`config.mk`:
```
export PLATFORM = sky130hd
export DESIGN_NAME = lcd_cmd_seq
export DESIGN_NICKNAME = d
export VERILOG_FILES = /design/src/rtl/lcd_pkg.sv /design/src/rtl/lcd_cmd_mem.sv /design/src/rtl/lcd_cmd_seq.sv
export SDC_FILE = /design/constraint.sdc
export NUM_CORES = 1
export LEC_CHECK = 0
export CAP_MARGIN = 20
export CORE_MARGIN = 2
export CORE_UTILIZATION = 37
export DETAILED_ROUTE_END_ITERATION = 8
export MAX_ROUTING_LAYER = met4
export PLACE_DENSITY = 0.59
export SYNTH_ARGS = -nofsm -noshare
export SYNTH_HDL_FRONTEND = slang
export SYNTH_SLANG_ARGS = --single-unit
```
`constraint.sdc`:
```
create_clock -name clk -period 4.4 [get_ports clk]
set_input_delay 1.1 -clock clk [delete_from_list [all_inputs] [get_ports clk]]
set_output_delay 1.1 -clock clk [all_outputs]
set_load 0.03 [all_outputs]
```
`src/rtl/lcd_pkg.sv`:
```
// Shared command codes and sequencer state encoding for the LCD command sequencer.
package lcd_pkg;

  localparam logic [2:0] CMD_WRITE = 3'd0;
  localparam logic [2:0] CMD_UP    = 3'd1;
  localparam logic [2:0] CMD_DOWN  = 3'd2;
  localparam logic [2:0] CMD_LEFT  = 3'd3;
  localparam logic [2:0] CMD_RIGHT = 3'd4;
  localparam logic [2:0] CMD_AVG   = 3'd5;
  localparam logic [2:0] CMD_MIRX  = 3'd6;
  localparam logic [2:0] CMD_MIRY  = 3'd7;

  localparam logic [2:0] S_IDLE      = 3'd0;
  localparam logic [2:0] S_WAIT_RDY  = 3'd1;
  localparam logic [2:0] S_ISSUE     = 3'd2;
  localparam logic [2:0] S_GAP       = 3'd3;
  localparam logic [2:0] S_WAIT_DONE = 3'd4;
  localparam logic [2:0] S_FINISH    = 3'd5;

endpackage

```
`src/rtl/lcd_cmd_mem.sv`:
```
// Command script storage: one synchronous write port, one combinational read port.
module lcd_cmd_mem #(
  parameter int CMD_DEPTH = 16,
  parameter int AW        = 4
) (
  input  logic          clk,
  input  logic          we_i,
  input  logic [AW-1:0] waddr_i,
  input  logic [2:0]    wdata_i,
  input  logic [AW-1:0] raddr_i,
  output logic [2:0]    rdata_o
);

  logic [2:0] mem_q [CMD_DEPTH];

  always_ff @(posedge clk) begin
    if (we_i) mem_q[waddr_i] <= wdata_i;
  end

  assign rdata_o = mem_q[raddr_i];

endmodule

```
`src/rtl/lcd_cmd_seq.sv`:
```
// Replays a stored command script to the LCD controller, pacing issues on its
// busy handshake and stopping after the first WRITE once the controller is done.
module lcd_cmd_seq
  import lcd_pkg::*;
#(
  parameter int         CMD_DEPTH = 16,
  parameter int         AW        = 4,
  parameter int         GAP       = 2,
  parameter logic [2:0] IDLE_CMD  = 3'd1
) (
  input  logic          clk,
  input  logic          reset,
  input  logic          prog_we,
  input  logic [AW-1:0] prog_addr,
  input  logic [2:0]    prog_data,
  input  logic [AW:0]   prog_len,
  input  logic          start,
  input  logic          busy,
  input  logic          done_in,
  output logic [2:0]    cmd,
  output logic          cmd_valid,
  output logic          seq_busy,
  output logic          seq_done,
  output logic          truncated,
  output logic [AW:0]   issued_cnt
);

  localparam int GW = (GAP < 2) ? 1 : $clog2(GAP + 1);
  localparam logic [GW-1:0] GAP_LOAD = GW'(GAP);

  logic [2:0]    state_q, state_d;
  logic [AW:0]   len_q, len_d;
  logic [AW-1:0] ptr_q, ptr_d;
  logic [GW-1:0] gap_q, gap_d;
  logic [2:0]    cur_q, cur_d;
  logic [AW:0]   cnt_q, cnt_d;
  logic          trunc_q, trunc_d;
  logic [2:0]    shadow_q, shadow_d;
  logic [AW-1:0] shadow_addr_q, shadow_addr_d;
  logic          shadow_vld_q, shadow_vld_d;

  logic          in_idle, addr_ok, len_ok, mem_we, start_ok, at_last;
  logic [AW-1:0] rd_addr;
  logic [2:0]    rd_data, issue_code;

  assign in_idle  = (state_q == S_IDLE);
  assign addr_ok  = int'(prog_addr) < CMD_DEPTH;
  assign len_ok   = (prog_len != '0) && (int'(prog_len) <= CMD_DEPTH);
  assign mem_we   = in_idle && prog_we && addr_ok;
  assign start_ok = in_idle && start && len_ok;
  assign at_last  = ({1'b0, ptr_q} == (len_q - (AW+1)'(1)));

  // The read port looks at prog_addr while idle so a write colliding with
  // start can preserve the pre-write entry for this run.
  assign rd_addr    = in_idle ? prog_addr : ptr_q;
  assign issue_code = (shadow_vld_q && (shadow_addr_q == ptr_q)) ? shadow_q : rd_data;

  lcd_cmd_mem #(
    .CMD_DEPTH (CMD_DEPTH),
    .AW        (AW)
  ) u_mem (
    .clk     (clk),
    .we_i    (mem_we),
    .waddr_i (prog_addr),
    .wdata_i (prog_data),
    .raddr_i (rd_addr),
    .rdata_o (rd_data)
  );

  always_comb begin
    state_d       = state_q;
    len_d         = len_q;
    ptr_d         = ptr_q;
    gap_d         = gap_q;
    cur_d         = cur_q;
    cnt_d         = cnt_q;
    trunc_d       = trunc_q;
    shadow_d      = shadow_q;
    shadow_addr_d = shadow_addr_q;
    shadow_vld_d  = shadow_vld_q;
    case (state_q)
      S_IDLE: begin
        if (start_ok) begin
          len_d         = prog_len;
          ptr_d         = '0;
          cnt_d         = '0;
          trunc_d       = 1'b0;
          shadow_d      = rd_data;
          shadow_addr_d = prog_addr;
          shadow_vld_d  = mem_we;
          state_d       = S_WAIT_RDY;
        end
      end
      S_WAIT_RDY: begin
        if (!busy) state_d = S_ISSUE;
      end
      S_ISSUE: begin
        cur_d   = issue_code;
        gap_d   = GAP_LOAD;
        state_d = S_GAP;
        if (cnt_q < len_q) cnt_d = cnt_q + (AW+1)'(1);
      end
      S_GAP: begin
        gap_d = gap_q - GW'(1);
        // Leave on the cycle the counter reaches zero: GAP cycles in this state.
        if (gap_q <= GW'(1)) begin
          if (cur_q == CMD_WRITE) begin
            trunc_d = !at_last;
            state_d = S_WAIT_DONE;
          end else if (at_last) begin
            state_d = S_FINISH;
          end else begin
            ptr_d   = ptr_q + AW'(1);
            state_d = S_WAIT_RDY;
          end
        end
      end
      S_WAIT_DONE: begin
        if (done_in) state_d = S_FINISH;
      end
      S_FINISH: state_d = S_IDLE;
      default:  state_d = S_IDLE;
    endcase
  end

  always_ff @(posedge clk) begin
    if (reset) begin
      state_q      <= S_IDLE;
      cnt_q        <= '0;
      trunc_q      <= 1'b0;
      shadow_vld_q <= 1'b0;
    end else begin
      state_q      <= state_d;
      cnt_q        <= cnt_d;
      trunc_q      <= trunc_d;
      shadow_vld_q <= shadow_vld_d;
    end
  end

  always_ff @(posedge clk) begin
    len_q         <= len_d;
    ptr_q         <= ptr_d;
    gap_q         <= gap_d;
    cur_q         <= cur_d;
    shadow_q      <= shadow_d;
    shadow_addr_q <= shadow_addr_d;
  end

  always_comb begin
    cmd = IDLE_CMD;
    case (state_q)
      S_ISSUE:            cmd = issue_code;
      S_GAP, S_WAIT_DONE: cmd = cur_q;
      default:            cmd = IDLE_CMD;
    endcase
  end

  assign cmd_valid  = (state_q == S_ISSUE);
  assign seq_busy   = !in_idle;
  assign seq_done   = (state_q == S_FINISH);
  assign truncated  = trunc_q;
  assign issued_cnt = cnt_q;

endmodule
```
# Word-level counts from Yosys, hierarchy flattened
# Memory sizes are Yosys's and may differ from the RTL's.
# Cells that the tools add are included.
# W data, S select, Z words.
[op_classes]
eq_ne = 15
reduce_logical = 19
mux = 25
add_sub_neg = 4
n_lt_le_gt_ge = 3
[ops]
columns = ["op", "count"]
rows = [
  ["$mux W3", 7],
  ["$mux W4", 5],
  ["$pmux W3 S5", 1],
  ["$ne A2 B2 Y1 const B", 6],
  ["$mux W5", 2],
  ["$pmux W5 S2", 1],
  ["$pmux W4 S2", 1],
  ["$reduce_and A4 Y1", 2],
  ["$eq A3 B2 Y1 const B", 2],
  ["$eq A3 B3 Y1 const B", 2],
  ["$logic_not A3 Y1", 2],
  ["$pmux W3 S2", 1],
  ["$reduce_bool A2 Y1", 3],
  ["$add A5 B1 Y5 const B", 1],
  ["$eq A4 B5 Y1", 1],
  ["$le A5 B5 Y1 const B", 1],
  ["$logic_and A1 B1 Y1", 5],
  ["$lt A5 B5 Y1", 1],
  ["$mux W1", 5],
  ["$reduce_and A5 Y1", 1],
  ["$reduce_bool A5 Y1", 1],
  ["$sub A5 B1 Y5 const B", 1],
  ["$add A4 B1 Y4 const B", 1],
  ["$eq A4 B4 Y1", 1],
  ["other kinds (10)", 12],
]
[totals]
ram_bits = 48
output_inout_bits = 12
in_bits = 18
regBits = 31
n_memories = 1
elab_cells = 77
[mem_list]
columns = ["name", "words", "word_bits", "rd", "rd_ports_with_merged_regs", "wr", "line_no", "rtl"]
rows = [
  ["u_mem.mem_q", 16, 3, 1, 0, 1, "lcd_cmd_mem.sv:14", "logic [2:0] mem_q [CMD_DEPTH];"],
]

# Logic depth before layout (Yosys ltp)
[logic_depth]
word_depth = 6
depth_mapped = 10
mapped_depth_nobuf = 9

# By module
# Synthesis repeated with hierarchy kept, for this count alone.
[hier_totals]
hier_cells = 280
hier_area_um2 = 3717.3
[modules_own_cells]
columns = ["mod", "area_each_um2", "cells_per_inst", "seq_area_each_um2", "n_inst"]
rows = [
  ["lcd_cmd_mem", 1951.9, 100, 1441.4, 1],
  ["lcd_cmd_seq", 1765.4, 180, 830.8, 1],
]

# Least setup slack after synthesis
# OpenSTA, ideal clock, no wires.
[synth_timing]
path_kind = "in2out"
start = "in prog_addr[0]"
end = "out cmd[0]"
required_time_ns = 3.300
path_buffers = 1
slack_ns = 0.140
path_stages = 8
arrival_time_ns = 3.160
path_cell_list = "buf_2 > or4b_1 > a21boi_0 > a211oi_1 > a2111o_1 > nand3b_1 > and2_1 > a2bb2oi_1"
[synth_between]
elab_chain_cells = 4
[synth_lines]
columns = ["item", "line_no", "rtl"]
rows = [
  ["from (decl)", "lcd_cmd_seq.sv:14", "input logic [AW-1:0] prog_addr,"],
  ["$mux W4", "lcd_cmd_seq.sv:55", "assign rd_addr = in_idle ? prog_addr : ptr_q;"],
  ["$mem_v2 Z16 W3", "n/a", ""],
  ["named net rd_data[0]", "lcd_cmd_seq.sv:44", "logic [2:0] rd_data, issue_code;"],
  ["$mux W3", "lcd_cmd_seq.sv:56", "assign issue_code = (shadow_vld_q && (shadow_addr_q == ptr_q)) ? shadow_q : rd_data;"],
  ["$pmux W3 S2", "lcd_cmd_seq.sv:151", "case (state_q)"],
  ["to (decl)", "lcd_cmd_seq.sv:20", "output logic [2:0] cmd,"],
]
# The timed path passes the listed nets, and every way through them passes these cells.

# Worst setup path in the final report
# Same ends and word-level chain as after synthesis.

==> key figures <==
Hold path
  • Hold Crit Depth: 2
  • Worst hold path class: reg -> reg
  • Hold EP: shadow_vld_q$_SDFFE_PP0P_
  • HP Start: shadow_vld_q$_SDFFE_PP0P_

Global route
  • Initial antenna violation count: 0
  • First-pass GRT wire length: 15,520 um
  • Vias in the first global route: 2,871
  • Largest net degree at the start of global routing: 17
  • Tot GR Track Use: 0.1813
  • Global route total overflow: 0

Job
  • Max-cap violation count: 0

Power
  • Pwr/cell area: 539.0 nW/um2
  • Sequential Power Share: 0.365
  • Internal: 1.705 mW
  • Overall power: 2.676 mW
  • Switching power: 0.9702 mW
  • Peak supply drop: 0.2091 mV
  • P_leak: 1.820 nW
  • Comb pwr share: 0.450
  • Clock Power Share: 0.186
  • Sw Share: 0.3626

Finish
  • Post-route cell area: 4964 um2
  • Area grow syn2layout: 22.10%
  • Final nets: 415
  • Ratio of cells with drive above 1 in the final layout: 0.2183
  • Most frequent cells in the layout: edfxtp_1, buf_4, nor2_1, clkdlybuf4s50_1, mux2i_1
  • Final design utilization: 0.4599
  • Antenna cell count: 0
  • Commonest non-fill, non-tap cell in the layout: edfxtp_1

Drt
  • Vias per cell: 5.367
  • DR iter-0 viols: 182
  • Via Count: 2,866
  • Drt drc: 0
  • Router iterations before antenna repair: 4
  • WL final: 9406 um
  • Antenna Nets Post-Route: 0
  • Avg WL per Cell: 17.61 um

Synthesis
  • EDFF count, synth: 69
  • Yosys top cell by area: edfxtp_1
  • Post-synth top area share: 0.5097
  • Yosys synthesis warning count: 0
  • Synth top area cells: edfxtp_1, mux2i_1, dfxtp_1
  • Netlist Area Pre-Place: 4065 um2
  • Synth Register Bits: 79
  • Seq/Total Area, Yosys: 0.5589
  • Synth unique cells: 57
  • Syn Area/Cell: 12.51 um2
  • Syn Nets: 351
  • Post-synth top flop: edfxtp_1
  • FFs w/ async S/R, synth: 0
  • Cells after Synth: 325

CTS
  • Num CTS Buffers: 9
  • Clock Tree Root: clkbuf_8
  • Clk slew on worst S/H paths: 0.08 ns
  • Clock Tree Buf Depth: 2
  • CTS tree: yes
  • Later-pin clock latency in the skew report: 0.36 ns
  • Clk sinks: 79
  • CTS HTree Levels: 3

Floorplan
  • Starting Density: 0.3767
  • Die ar.: 11,840 um2
  • Core Area: 10,790 um2
  • Die W: 108.8 um
  • Number of core rows: 38
  • Die height: 108.8 um
  • Top-Level Pins: 30

Worst setup path
  • Worst path bufs/invs: 3
  • Crit-path max FO: 4
  • Worst r2r dst: cur_q[0]$_DFFE_PP_
  • CP Data Required Time: 3.30 ns
  • CP Depth: 10
  • CP peak stage delay: 0.49 ns
  • Worst Setup End Kind: primary output
  • CP cell instances: clkdlybuf4s15_2, or4b_4, buf_4, a21boi_0, a211oi_1, a2111o_1, nand3b_1, and2_4, a2bb2oi_2, buf_4
  • Setup slack, reg-to-reg: 1.79 ns
  • Setup crit start kind: input port
  • Critical path class: in -> out
  • Top cell by count, worst path: buf_4
  • Crit-path leading delay family: simple AND/OR/NAND/NOR gates
  • Critical path's slowest cell: or4b_4
  • Crit Reg-Reg Startpoint: state_q[0]$_SDFFE_PP0P_
  • Crit path arrival time: 3.25 ns
  • Reg2Reg Depth: 10

Timing
  • Fin Clk Skew: 0.01086 ns
  • Number of setup violations in the final report: 0
  • Pins Over Slew Limit: 0
  • Slew @ Worst Pin: 0.5696 ns
  • Slew HR: 0.6174
  • Crit share post-route: 0.9898
  • Fmax achieved: 0.2296 GHz
  • RSZ-0062 raised after global routing: true
  • Crit path time final: 4.355 ns
  • Fin. Hold Viols: 0

Place
  • Port Buf Inserts: 29
  • GP Congestion: 0.8681
  • Placed cell areas: 4722 um2
  • Post-DP HPWL: 7065 um

Run status
  • Outcome: finished, final reports clean
==> per-layer routing <==
| layer | vias to the layer above | part of all wire | global-route usage |
|---|---|---|---|
| met3 | 14 | 0.045 | 0.04304 |
| met2 | 71 | 0.49 | 0.2942 |
| met1 | 1404 | 0.44 | 0.2257 |
| li1 | 1377 | - | - |
| met5 | - | 0 | - |
| met4 | 0 | 0.016 | 0.05586 |
==> tightest hold or removal path, cell delays in order (launching register included) <==
cell     delay, ns
dfxtp_1       0.32
o21ai_0       0.07
a21oi_1       0.06
==> through the flow <==
stage	setup WS (ns)	hold slack (ns)	instances	setup TNS, ns
finish	0.04502	0.4985	534	0
detailed placement	-0.6554	0.4701	513	-1.657
global route	-0.00004174	0.5407	534	-0.00004174
floorplan	0.1398	0.4479	325	0
global placement	-0.6340	0.4657	513	-1.607
CTS	0.01735	0.4878	533	0
==> worst max path at each step <==
stage	startpoint	endpoint	slack [ns]
2_1_floorplan	prog_addr[0]	cmd[0]	0.14
3_3_place_gp	prog_addr[1]	cmd[1]	-0.63
6_report	prog_addr[0]	cmd[0]	0.05
3_5_place_dp	prog_addr[0]	cmd[1]	-0.66
5_1_grt	prog_addr[1]	cmd[1]	-0.00004
4_1_cts	prog_addr[0]	cmd[0]	0.02
==> sequential cells by signal, summed over array words and instances, names as in the netlist <==
register       flops
gap_q              2
ptr_q              4
cur_q              3
truncated          1
shadow_vld_q       1
u_mem.mem_q       48
shadow_addr_q      4
issued_cnt         5
shadow_q           3
len_q              5
state_q            3
==> Yosys cell counts (5+ instances only) <==
library cell   n
edfxtp_1      69
nor2_1        29
mux2i_1       22
a21oi_1       13
nand2_1       13
nor3_1        12
a211oi_1      11
inv_1         11
xor2_1        11
dfxtp_1       10
nand3_1        9
ha_1           8
mux4_2         8
nand2b_1       8
o21ai_0        7
clkbuf_1       6
and3_1         5
buf_2          5
nor2b_1        5
==> cells by family (layout without fill, tap and decap cells) <==
logic type,Yosys count,after routing,share of synthesized area
and+or+nand+nor,97,97,0.1287
DFF,79,79,0.5589
AOI/OAI and AO/OA,65,65,0.1139
muxes,35,35,0.1142
buffers and inverters,26,95,0.02739
xor gates and xnor gates,15,15,0.03232
adders and majority gates,8,8,0.02462
==> final cells by class <==
| cell class | instances | area (um2) |
|---|---|---|
| Clock inverter | 7 | 53.80 |
| Clock buffer | 9 | 123.9 |
| Inverter | 12 | 45.04 |
| Tap cell | 140 | 175.2 |
| Multi-Input combinational cell | 220 | 1714 |
| Sequential cell | 79 | 2272 |
| Fill cell | 975 | 5829 |
| Timing Repair Buffer | 67 | 579.3 |
==> power groups by stage <==
stage | registers (mW) | logic [mW] | clock network [mW]
floorplan | 0.960 | 0.740 | 0
detailed placement | 0.991 | 1.14 | 0
CTS | 0.975 | 1.18 | 0.508
global route | 0.987 | 1.30 | 0.545
finish | 0.975 | 1.20 | 0.497
global placement | 0.989 | 1.13 | 0
==> timing repair <==
item	in CTS	in global routing
pin swaps	2	0
setup buffers	4	1
hold buffers	0	0
endpoints found under the setup margin	3	2
hold endpoints to repair	0	0
resized for setup	20	3
Power figures use the tool's default switching activity.
